==> config.mk <==
export PLATFORM = sky130hd
export DESIGN_NAME = alu_exec_stage
export DESIGN_NICKNAME = d
export VERILOG_FILES = /design/src/rtl/alu_exec_stage.sv
export SDC_FILE = /design/constraint.sdc
export NUM_CORES = 1
export LEC_CHECK = 0
export CAP_MARGIN = 0
export CORE_ASPECT_RATIO = 1.25
export CORE_MARGIN = 2
export CORE_UTILIZATION = 46
export DETAILED_ROUTE_END_ITERATION = 8
export PLACE_DENSITY = 0.85
export SYNTH_ARGS = -nofsm -noshare
export SYNTH_HDL_FRONTEND = slang
export SYNTH_SLANG_ARGS = --single-unit
==> constraint.sdc <==
create_clock -name clk -period 4.5 [get_ports clk]
set_clock_uncertainty 0.05 [all_clocks]
set_input_delay 0.9 -clock clk [delete_from_list [all_inputs] [get_ports clk]]
set_output_delay 0.9 -clock clk [all_outputs]
set_load 0.01 [all_outputs]
==> src/rtl/alu_exec_stage.sv <==
// Multi-cycle execute stage wrapped around an external combinational ALU; shift ops iterate the ALU in_count times.
// Optional build macro ALU_EXEC_STICKY_OVF_EN: overflow for shift ops becomes the OR over all iterations.
module alu_exec_stage (
  input  logic        clk,
  input  logic        reset,
  input  logic        in_valid,
  output logic        in_ready,
  input  logic [15:0] in_a,
  input  logic [15:0] in_b,
  input  logic [4:0]  in_op,
  input  logic [3:0]  in_count,
  output logic [15:0] alu_a,
  output logic [15:0] alu_b,
  output logic [4:0]  alu_op,
  input  logic [15:0] alu_q,
  input  logic        alu_overflow,
  input  logic        alu_less,
  input  logic        alu_equal,
  input  logic        alu_greater,
  input  logic        alu_zero,
  output logic        out_valid,
  input  logic        out_ready,
  output logic [15:0] out_q,
  output logic [4:0]  flags
);

  localparam int unsigned DW  = 16;
  localparam int unsigned OPW = 5;
  localparam int unsigned CW  = 4;
  localparam int unsigned FW  = 5;

  typedef enum logic [1:0] {
    IDLE = 2'd0,
    EXEC = 2'd1,
    DONE = 2'd2
  } state_e;

  state_e         state_q, state_d;
  logic [DW-1:0]  opa_q, opa_d;
  logic [DW-1:0]  opb_q, opb_d;
  logic [OPW-1:0] opr_q, opr_d;
  logic [CW-1:0]  cnt_q, cnt_d;
  logic           bypass_q, bypass_d;
  logic [DW-1:0]  res_q, res_d;
  logic [FW-1:0]  flags_q, flags_d;
  logic           in_ready_q, in_ready_d;
  logic           out_valid_q, out_valid_d;
  logic           ovf_sel;
`ifdef ALU_EXEC_STICKY_OVF_EN
  logic           ovf_acc_q, ovf_acc_d;
`endif

  // XOR shares the shift prefix but is a single-step op
  function automatic logic is_shift(input logic [OPW-1:0] op);
    return op[4] & op[3] & (op != 5'b11100);
  endfunction

  assign alu_a     = opa_q;
  assign alu_b     = opb_q;
  assign alu_op    = opr_q;
  assign in_ready  = in_ready_q;
  assign out_valid = out_valid_q;
  assign out_q     = res_q;
  assign flags     = flags_q;

`ifdef ALU_EXEC_STICKY_OVF_EN
  assign ovf_sel = is_shift(opr_q) ? (ovf_acc_q | alu_overflow) : alu_overflow;
`else
  assign ovf_sel = alu_overflow;
`endif

  // Next-state and datapath update
  always_comb begin
    state_d   = state_q;
    opa_d     = opa_q;
    opb_d     = opb_q;
    opr_d     = opr_q;
    cnt_d     = cnt_q;
    bypass_d  = bypass_q;
    res_d     = res_q;
    flags_d   = flags_q;
`ifdef ALU_EXEC_STICKY_OVF_EN
    ovf_acc_d = ovf_acc_q;
`endif
    case (state_q)
      IDLE: begin
        if (in_valid) begin
          opa_d   = in_a;
          opb_d   = in_b;
          opr_d   = in_op;
          state_d = EXEC;
          if (is_shift(in_op)) begin
            cnt_d    = in_count;
            bypass_d = (in_count == CW'(0));
          end else begin
            cnt_d    = CW'(1);
            bypass_d = 1'b0;
          end
`ifdef ALU_EXEC_STICKY_OVF_EN
          ovf_acc_d = 1'b0;
`endif
        end
      end
      EXEC: begin
        if (cnt_q != CW'(0)) begin
          opb_d = alu_q;
          cnt_d = cnt_q - CW'(1);
`ifdef ALU_EXEC_STICKY_OVF_EN
          ovf_acc_d = ovf_acc_q | alu_overflow;
`endif
          if (cnt_q == CW'(1)) begin
            res_d   = alu_q;
            flags_d = {ovf_sel, alu_less, alu_equal, alu_greater, alu_zero};
          end
        end else begin
          state_d = DONE;
          // Zero-count shift: operand B passes through, flags derived from it against zero
          if (bypass_q) begin
            res_d   = opb_q;
            flags_d = {1'b0, opb_q[DW-1], 1'b0,
                       ~opb_q[DW-1] & (opb_q != DW'(0)), opb_q == DW'(0)};
          end
        end
      end
      DONE: begin
        if (out_ready) begin
          state_d = IDLE;
        end
      end
      default: state_d = IDLE;
    endcase
    in_ready_d  = (state_d == IDLE);
    out_valid_d = (state_d == DONE);
  end

  always_ff @(posedge clk) begin
    if (reset) begin
      state_q     <= IDLE;
      opa_q       <= '0;
      opb_q       <= '0;
      opr_q       <= '0;
      cnt_q       <= '0;
      bypass_q    <= 1'b0;
      res_q       <= '0;
      flags_q     <= '0;
      in_ready_q  <= 1'b1;
      out_valid_q <= 1'b0;
`ifdef ALU_EXEC_STICKY_OVF_EN
      ovf_acc_q   <= 1'b0;
`endif
    end else begin
      state_q     <= state_d;
      opa_q       <= opa_d;
      opb_q       <= opb_d;
      opr_q       <= opr_d;
      cnt_q       <= cnt_d;
      bypass_q    <= bypass_d;
      res_q       <= res_d;
      flags_q     <= flags_d;
      in_ready_q  <= in_ready_d;
      out_valid_q <= out_valid_d;
`ifdef ALU_EXEC_STICKY_OVF_EN
      ovf_acc_q   <= ovf_acc_d;
`endif
    end
  end

endmodule

==> flow_metrics.py, run 1 <==
metrics = {
    "worst_setup_path": {
        "cp.arrival_ns": 2.78,
        "cp-startpoint": "in_valid",
        "worst_r2r_startpoint": "cnt_q[0]",
        "cp_slowest_cell": "a211oi_4",
        "cp_common_cell": "nor2_1",
        "crit_path_end_kind": "flop",
        "critPathMaxFanout": 22,
        "setup.worst_path.start_class": "input pin",
        "crit_chain": "clkdlybuf4s50_1 > nor2_1 > a211oi_4 > buf_4 > nor2_1 > a211oi_1",
        "required_ns": 4.69,
        "cpPeakStageDelay_ns": 0.61,
        "critical_path_class": "in2reg",
    },
    "global_routing": {
        "grt_antenna_before_repair": 0,
        "grt_usage": 0.226,
        "grt_max_degree": 43,
        "grt_pass1_wl_mm": 13.1,
        "overflow": 0,
        "grt_pass1_vias": 2869,
    },
    "run_status": {
        "outcome": "finished clean",
    },
    "route": {
        "firstDrtPassIters": 4,
        "routed_wl_mm": 7.97,
        "dr_total_vias": 2858,
        "ant_nets": 0,
        "wl_per_cell_um": 14.7,
        "drc": 0,
        "drt_iter0_markers": 104,
        "vias_per_cell": 5.26,
    },
    "layout": {
        "n_fill_cell": 515,
        "synthToLayoutAreaGrowth_pct": 48.3,
        "seqCellArea_um2": 1340,
        "final_nets": 519,
        "drive_above_1_share": 0.116,
        "fin_util": 0.693,
        "diodes": 0,
        "multi_input_area_um2": 1530,
        "final_cell_area_um2": 4490,
    },
    "clocking": {
        "cts_resized": 0,
        "cts.htree.levels": 3,
        "worstSkewPairLatency_ns": 0.33,
        "clkSinkCount": 67,
        "post-cts-setup-buffers": 0,
        "root_buffer": "clkbuf_8",
        "cts_hold_buf": 0,
        "clk_pin_slew_ns": 0.07,
        "cts_tree": "done",
        "cts_buffers": 9,
        "clockBufferDepth": 2,
    },
    "synthesis": {
        "syn_nets": 405,
        "ys_types": 36,
        "synth_top_cell_by_area": "dfxtp_1",
        "synth_seq_area_share": 0.443,
        "synth_commonest_cells": "nand2_1, dfxtp_1, nor2_1",
        "yosysWarnings": 0,
        "synth_async_sr_flop_share": 0,
        "yosys.area.top_type_share": 0.443,
        "synth_edf_count": 0,
        "synth_area_leaders": "dfxtp_1, nand2_1, a311oi_2",
        "synthFlopType": "dfxtp_1",
        "synthCells": 337,
        "synthesis.area_um2": 3030,
        "yosysMostFrequentCell": "nand2_1",
        "synth_area_per_cell_um2": 8.98,
        "synth-seq-cells": 67,
    },
    "place": {
        "gp_congestion": 0.785,
        "dp_hpwl_mm": 5.74,
        "placed_area_um2": 4260,
        "io_buffers": 125,
    },
    "sta": {
        "hold_violations": 0,
        "rsz0062_at_grt": "no",
        "slew_violations": 0,
        "min_period_ns": 2.59,
        "worst_pin_slew_ns": 1.06,
        "hold_slack_ns": 0.404,
        "finalSetupViolCount": 0,
        "fin_crit_sh": 0.576,
        "fmax_ghz": 0.386,
        "tns_ns": 0,
        "maxSlewHeadroom": 0.291,
    },
    "power_and_ir_drop": {
        "p_leak_nw": 1.65,
        "power_mw": 1.98,
        "ir_worst_vdd_mv": 0.289,
        "power_density_nw_per_um2": 442,
    },
    "floorplan": {
        "io_pins": 126,
        "die_w_um": 76.6,
        "core_area_um2": 6480,
        "rows": 33,
        "die_y_um": 94.7,
        "die-area_um2": 7250,
        "initial_core_util": 0.467,
    },
    "job": {
        "maxCapViolCount": 0,
    },
    "min_path": {
        "min_from": "alu_op[0]",
        "hp-class": "reg2reg",
    },
}
==> per-stage QoR <==
| step | cells | worst slack, ns |
|---|---|---|
| after floorplan | 337 | 2.57 |
| after global placement | 527 | 1.68 |
| after detailed placement | 527 | 1.57 |
| after CTS | 543 | 1.93 |
| after global routing | 543 | 1.79 |
| final | 543 | 1.91 |
==> worst max-delay path: cells and delay by family <==
family	cells	cell delay (ns)
AO/OA/AOI/OAI	2	0.84
buffers and inverters	2	0.88
AND/OR/NAND/NOR	2	0.15
==> path summary, 6_finish.rpt <==
check / end / slack, ns / depth (start not counted)
min: alu_op[0] / 0.40 / 2
max: alu_b[2] / 1.91 / 6
min reg2reg: alu_op[0] / 0.40 / 2
max reg2reg: alu_b[2] / 2.00 / 7
==> per-layer routing <==
metal / part of all wire / up-vias / global-route usage
li1: - / 1411 / -
met1: 0.40 / 1327 / 0.249
met2: 0.51 / 112 / 0.403
met3: 0.084 / 8 / 0.0851
met4: 0.013 / 0 / 0.0758
met5: 0 / - / 0
==> cell families (layout without fill, tap and decap cells) <==
logic type      Yosys count  after routing  share of synthesized area
mux                      17             17                     0.0562
compound gates           75             75                      0.227
fa+ha+maj                 2              2                    0.00826
flops                    67             67                      0.443
buf+inv                  29            148                     0.0533
simple gates            147            147                      0.212
==> placed cells by master (no fill, tap or decap), types with 4 or more instances in the layout <==
cell,count
clkdlybuf4s50_1,124
nand2_1,77
dfxtp_1,67
nor2_1,45
a21oi_1,29
mux2i_1,17
a311oi_2,15
a211oi_2,13
clkbuf_8,10
a211oi_1,7
nor4_1,4
nor3_1,4
buf_4,4
==> flip-flops by register name, summed over array words and instances (netlist names), 2 cells and up <==
| name | cells |
|---|---|
| cnt_q | 4 |
| flags | 5 |
| alu_a | 16 |
| alu_op | 5 |
| state_q | 2 |
| alu_b | 16 |
| out_q | 16 |
==> final cells by class <==
| type | count | area share |
|---|---|---|
| Multi-Input combinational cell | 241 | 0.340 |
| Sequential cell | 67 | 0.299 |
| Timing Repair Buffer | 129 | 0.284 |
| Clock buffer | 10 | 0.0307 |
| Tap cell | 87 | 0.0242 |
| Clock inverter | 6 | 0.0198 |
| Inverter | 3 | 0.00251 |
==> power breakdown <==
| part | switching [mW] | internal, mW | leakage, nW |
|---|---|---|---|
| combinational | 0.363 | 0.311 | 0.988 |
| sequential | 0.0766 | 0.672 | 0.549 |
| clock | 0.234 | 0.327 | 0.108 |
| total | 0.674 | 1.31 | 1.65 |
No activity file was read; power rests on OpenSTA's default activity.
==> run 2: changes to the inputs <==
--- a/config.mk
+++ b/config.mk
@@ -8,9 +8,9 @@
 export CAP_MARGIN = 0
 export CORE_ASPECT_RATIO = 1.25
 export CORE_MARGIN = 2
-export CORE_UTILIZATION = 46
+export CORE_UTILIZATION = 39
 export DETAILED_ROUTE_END_ITERATION = 8
-export PLACE_DENSITY = 0.85
+export PLACE_DENSITY = 0.77
 export SYNTH_ARGS = -nofsm -noshare
 export SYNTH_HDL_FRONTEND = slang
 export SYNTH_SLANG_ARGS = --single-unit
==> constraint.sdc (replaced) <==
create_clock -name clk -period 2.1 [get_ports clk]
set_clock_uncertainty 0.05 [all_clocks]
set_input_delay 0.42 -clock clk [delete_from_list [all_inputs] [get_ports clk]]
set_output_delay 0.42 -clock clk [all_outputs]
set_load 0.01 [all_outputs]
==> flow_metrics.py, run 2 (synthesis results as in run 1) <==
metrics = {
    "route": {
        "vias_per_cell": 5.15,
        "dr_total_vias": 2852,
        "drc": 0,
        "routed_wl_mm": 8.28,
        "wl_per_cell_um": 15.0,
        "firstDrtPassIters": 4,
        "drt_iter0_markers": 116,
        "ant_nets": 0,
    },
    "floorplan": {
        "initial_core_util": 0.407,
        "die_w_um": 82.8,
        "io_pins": 126,
        "rows": 35,
        "core_area_um2": 7440,
        "die-area_um2": 8490,
        "die_y_um": 103,
    },
    "layout": {
        "final_nets": 526,
        "layout_common_cells": "clkdlybuf4s50_1, nand2_1, dfxtp_1, nor2_1, a21oi_1",
        "layout_commonest_cell": "clkdlybuf4s50_1",
        "drive_above_1_share": 0.128,
        "synthToLayoutAreaGrowth_pct": 49.5,
        "stdcell_count": 554,
        "n_fill_cell": 648,
        "diodes": 0,
    },
    "sta": {
        "hold_violations": 0,
        "hold_slack_ns": 0.404,
        "maxSlewHeadroom": 0.728,
        "finalSetupViolCount": 0,
        "slew_violations": 0,
        "fin_crit_sh": 0.894,
        "min_period_ns": 1.88,
        "rsz0062_at_grt": "no",
        "tns_ns": 0,
        "worst_pin_slew_ns": 0.403,
        "fmax_ghz": 0.533,
    },
    "run_status": {
        "outcome": "finished clean",
    },
    "clocking": {
        "cts_hold_buf": 0,
        "cts_resized": 0,
        "root_buffer": "clkbuf_8",
        "cts_tree": "done",
        "clkSinkCount": 67,
        "post-cts-setup-buffers": 0,
        "clockBufferDepth": 2,
        "worstSkewPairLatency_ns": 0.34,
        "clk_pin_slew_ns": 0.07,
        "cts.htree.levels": 3,
        "cts_buffers": 9,
    },
    "worst_setup_path": {
        "critPathMaxFanout": 34,
        "crit_path_end_kind": "flop",
        "r2r_slack_ns": 0.22,
        "cp.arrival_ns": 2.07,
        "setup.worst_path.start_class": "flop",
        "required_ns": 2.29,
        "critical_path_class": "reg2reg",
    },
    "global_routing": {
        "grt_usage": 0.201,
        "grt_antenna_before_repair": 0,
        "grt_pass1_wl_mm": 13.9,
        "grt_max_degree": 43,
        "overflow": 0,
        "grt_pass1_vias": 2938,
    },
    "place": {
        "placed_cells": 539,
        "gp_congestion": 0.762,
        "dp_hpwl_mm": 6.06,
        "io_buffers": 125,
    },
    "power_and_ir_drop": {
        "p_leak_nw": 1.67,
        "power_density_nw_per_um2": 896,
        "power_mw": 4.06,
        "ir_worst_vdd_mv": 0.574,
    },
    "job": {
        "maxCapViolCount": 0,
    },
    "min_path": {
        "hp-class": "reg2reg",
    },
}
## run 2: report_power, final
group / switching (mW) / internal (mW) / total [mW]
clock: 0.460 / 0.449 / 0.910
combinational: 0.805 / 0.746 / 1.55
sequential: 0.156 / 1.44 / 1.60
## run 2: routing by layer
layer | global-route usage | part of all wire | up-vias
met5 | 0 | 0 | -
met4 | 0.0605 | 0.016 | 0
met3 | 0.0873 | 0.097 | 12
met2 | 0.342 | 0.47 | 110
met1 | 0.233 | 0.41 | 1309
li1 | - | - | 1421
## run 2: worst paths after layout
check             startpoint         to  depth (start not counted)
setup / recovery    cnt_q[0]   alu_b[3]                          7
hold / removal     alu_op[0]  alu_op[0]                          2
setup reg to reg    cnt_q[0]   alu_b[3]                          7
hold reg to reg    alu_op[0]  alu_op[0]                          2
## run 2: area by class of cell
cell class	instances	area, um2	share of cell area
timing repair buffer	136	1370	0.303
inverter	3	11.3	0.00249
clock inverter	3	15.0	0.00332
tap	92	115	0.0254
clock buffer	12	145	0.0321
sequential	67	1340	0.296
multi-input combinational	241	1530	0.338
## run 2: worst max-delay path: stages, from the launching register on
cell	delay, ns
dfxtp_1	0.38
inv_1	0.08
ha_2	0.21
nor3b_4	0.18
a211oi_4	0.32
buf_12	0.24
nor2_1	0.06
a211oi_1	0.25
## run 2: metrics by stage
stage	util	setup slack [ns]	cell area (um2)
2_1_floorplan	-	0.345	3030
3_3_place_gp	0.586	0.195	4360
3_5_place_dp	0.586	0.119	4360
4_1_cts	0.607	0.124	4520
5_1_grt	0.608	0.0474	4530
6_report	0.608	0.223	4530
==> run 3: changes to the inputs <==
--- a/config.mk
+++ b/config.mk
@@ -8,9 +8,9 @@
 export CAP_MARGIN = 0
 export CORE_ASPECT_RATIO = 1.25
 export CORE_MARGIN = 2
-export CORE_UTILIZATION = 39
+export CORE_UTILIZATION = 46
 export DETAILED_ROUTE_END_ITERATION = 8
-export PLACE_DENSITY = 0.77
+export PLACE_DENSITY = 0.85
 export SYNTH_ARGS = -nofsm -noshare
 export SYNTH_HDL_FRONTEND = slang
 export SYNTH_SLANG_ARGS = --single-unit
==> constraint.sdc (replaced) <==
create_clock -name clk -period 2.24 [get_ports clk]
set_clock_uncertainty 0.05 [all_clocks]
set_input_delay 0.448 -clock clk [delete_from_list [all_inputs] [get_ports clk]]
set_output_delay 0.448 -clock clk [all_outputs]
set_load 0.01 [all_outputs]
==> flow_metrics.py, run 3 (synthesis results as in run 1) <==
metrics = {
    "run_status": {
        "outcome": "finished clean",
    },
    "global_routing": {
        "grt_usage": 0.231,
        "overflow": 0,
        "grt_pass1_vias": 3019,
        "grt_antenna_before_repair": 0,
        "grt_pass1_wl_mm": 13.5,
        "grt_max_degree": 43,
    },
    "layout": {
        "final_nets": 525,
        "seqCellArea_um2": 1340,
        "layout_commonest_cell": "clkdlybuf4s50_1",
        "stdcell_count": 549,
        "synthToLayoutAreaGrowth_pct": 49.7,
        "diodes": 0,
        "n_fill_cell": 538,
        "drive_above_1_share": 0.128,
        "final_cell_area_um2": 4530,
        "fin_util": 0.699,
        "layout_common_cells": "clkdlybuf4s50_1, nand2_1, dfxtp_1, nor2_1, a21oi_1",
        "multi_input_area_um2": 1530,
    },
    "route": {
        "drc": 0,
        "met2_length_mm": 4.12,
        "wl_met1_mm": 3.22,
        "firstDrtPassIters": 4,
        "ant_nets": 0,
        "wl_per_cell_um": 14.7,
        "routed_wl_mm": 8.05,
        "dr_total_vias": 2851,
        "wl_met3_um": 621,
        "drt_iter0_markers": 126,
        "topRoutingLayerUsed": "met4",
        "vias_per_cell": 5.19,
    },
    "power_and_ir_drop": {
        "p_leak_nw": 1.67,
        "ir_worst_vdd_mv": 0.499,
        "power_mw": 3.93,
        "power_density_nw_per_um2": 867,
    },
    "place": {
        "placed_area_um2": 4330,
        "io_buffers": 125,
        "dp_hpwl_mm": 6.01,
        "placed_cells": 533,
        "post-place-ws_ns": 0.233,
        "gp_congestion": 0.756,
    },
    "sta": {
        "tns_ns": 0,
        "slew_violations": 0,
        "rsz0062_at_grt": "no",
        "min_period_ns": 1.97,
        "finalSetupViolCount": 0,
        "fmax_ghz": 0.507,
        "worst_pin_slew_ns": 0.521,
        "fin_crit_sh": 0.881,
        "hold_slack_ns": 0.406,
        "maxSlewHeadroom": 0.653,
        "timing.final.ws_setup_ns": 0.266,
        "hold_violations": 0,
    },
    "floorplan": {
        "core_area_um2": 6480,
        "die-area_um2": 7250,
        "rows": 33,
        "die_w_um": 76.6,
        "io_pins": 126,
        "die_y_um": 94.7,
        "initial_core_util": 0.467,
    },
    "worst_setup_path": {
        "cp_num_buf_inv": 2,
        "r2r_slack_ns": 0.27,
        "critPathMaxFanout": 15,
        "critical_path_class": "reg2reg",
        "crit_chain": "inv_1 > ha_1 > or3b_1 > buf_4 > nand2_1 > a311oi_2",
        "crit_path_end_kind": "flop",
        "cp_top_family": "simple AND/OR/NAND/NOR gates",
        "worst_r2r_startpoint": "cnt_q[0]",
        "cpPeakStageDelay_ns": 0.52,
        "cp.arrival_ns": 2.19,
        "cp_slowest_cell": "or3b_1",
        "required_ns": 2.45,
        "setup.worst_path.start_class": "flop",
        "cp-startpoint": "cnt_q[0]",
    },
    "job": {
        "maxCapViolCount": 0,
    },
    "clocking": {
        "cts_tree": "done",
        "clk_pin_slew_ns": 0.08,
        "clockBufferDepth": 2,
        "worstSkewPairLatency_ns": 0.34,
        "cts_resized": 0,
        "cts_buffers": 9,
        "root_buffer": "clkbuf_8",
        "cts.htree.levels": 3,
        "post-cts-setup-buffers": 0,
        "clkSinkCount": 67,
        "cts_hold_buf": 0,
    },
    "min_path": {
        "min_from": "alu_a[2]",
        "hp-class": "reg2reg",
    },
}
==> run 3: tightest hold or removal path, cell delays in order, from the launching register on <==
cell and delay [ns]:
dfxtp_1 0.31, nand2_1 0.05, a21oi_1 0.05
==> run 3: cell type report <==
type                            instances  area share
Sequential cell                        67       0.296
Clock inverter                          7      0.0168
Multi-Input combinational cell        241       0.336
Inverter                                3     0.00248
Timing Repair Buffer                  135       0.297
Clock buffer                            9      0.0273
Tap cell                               87      0.0240
==> run 3: metal layers <==
metal	track usage	vias up
li1	-	1425
met1	0.246	1318
met2	0.425	99
met3	0.0851	9
met4	0.0758	0
met5	0	-
==> run 3: path summary, 6_finish.rpt <==
check,endpoint,cells after the start
setup / recovery,out_q[2],6
hold / removal,alu_a[2],2
setup reg to reg,out_q[2],6
hold reg to reg,alu_a[2],2
==> run 3: power by group <==
group | internal [mW] | switching [mW]
logic | 0.672 | 0.734
clock network | 0.521 | 0.500
registers | 1.35 | 0.154
total | 2.54 | 1.39
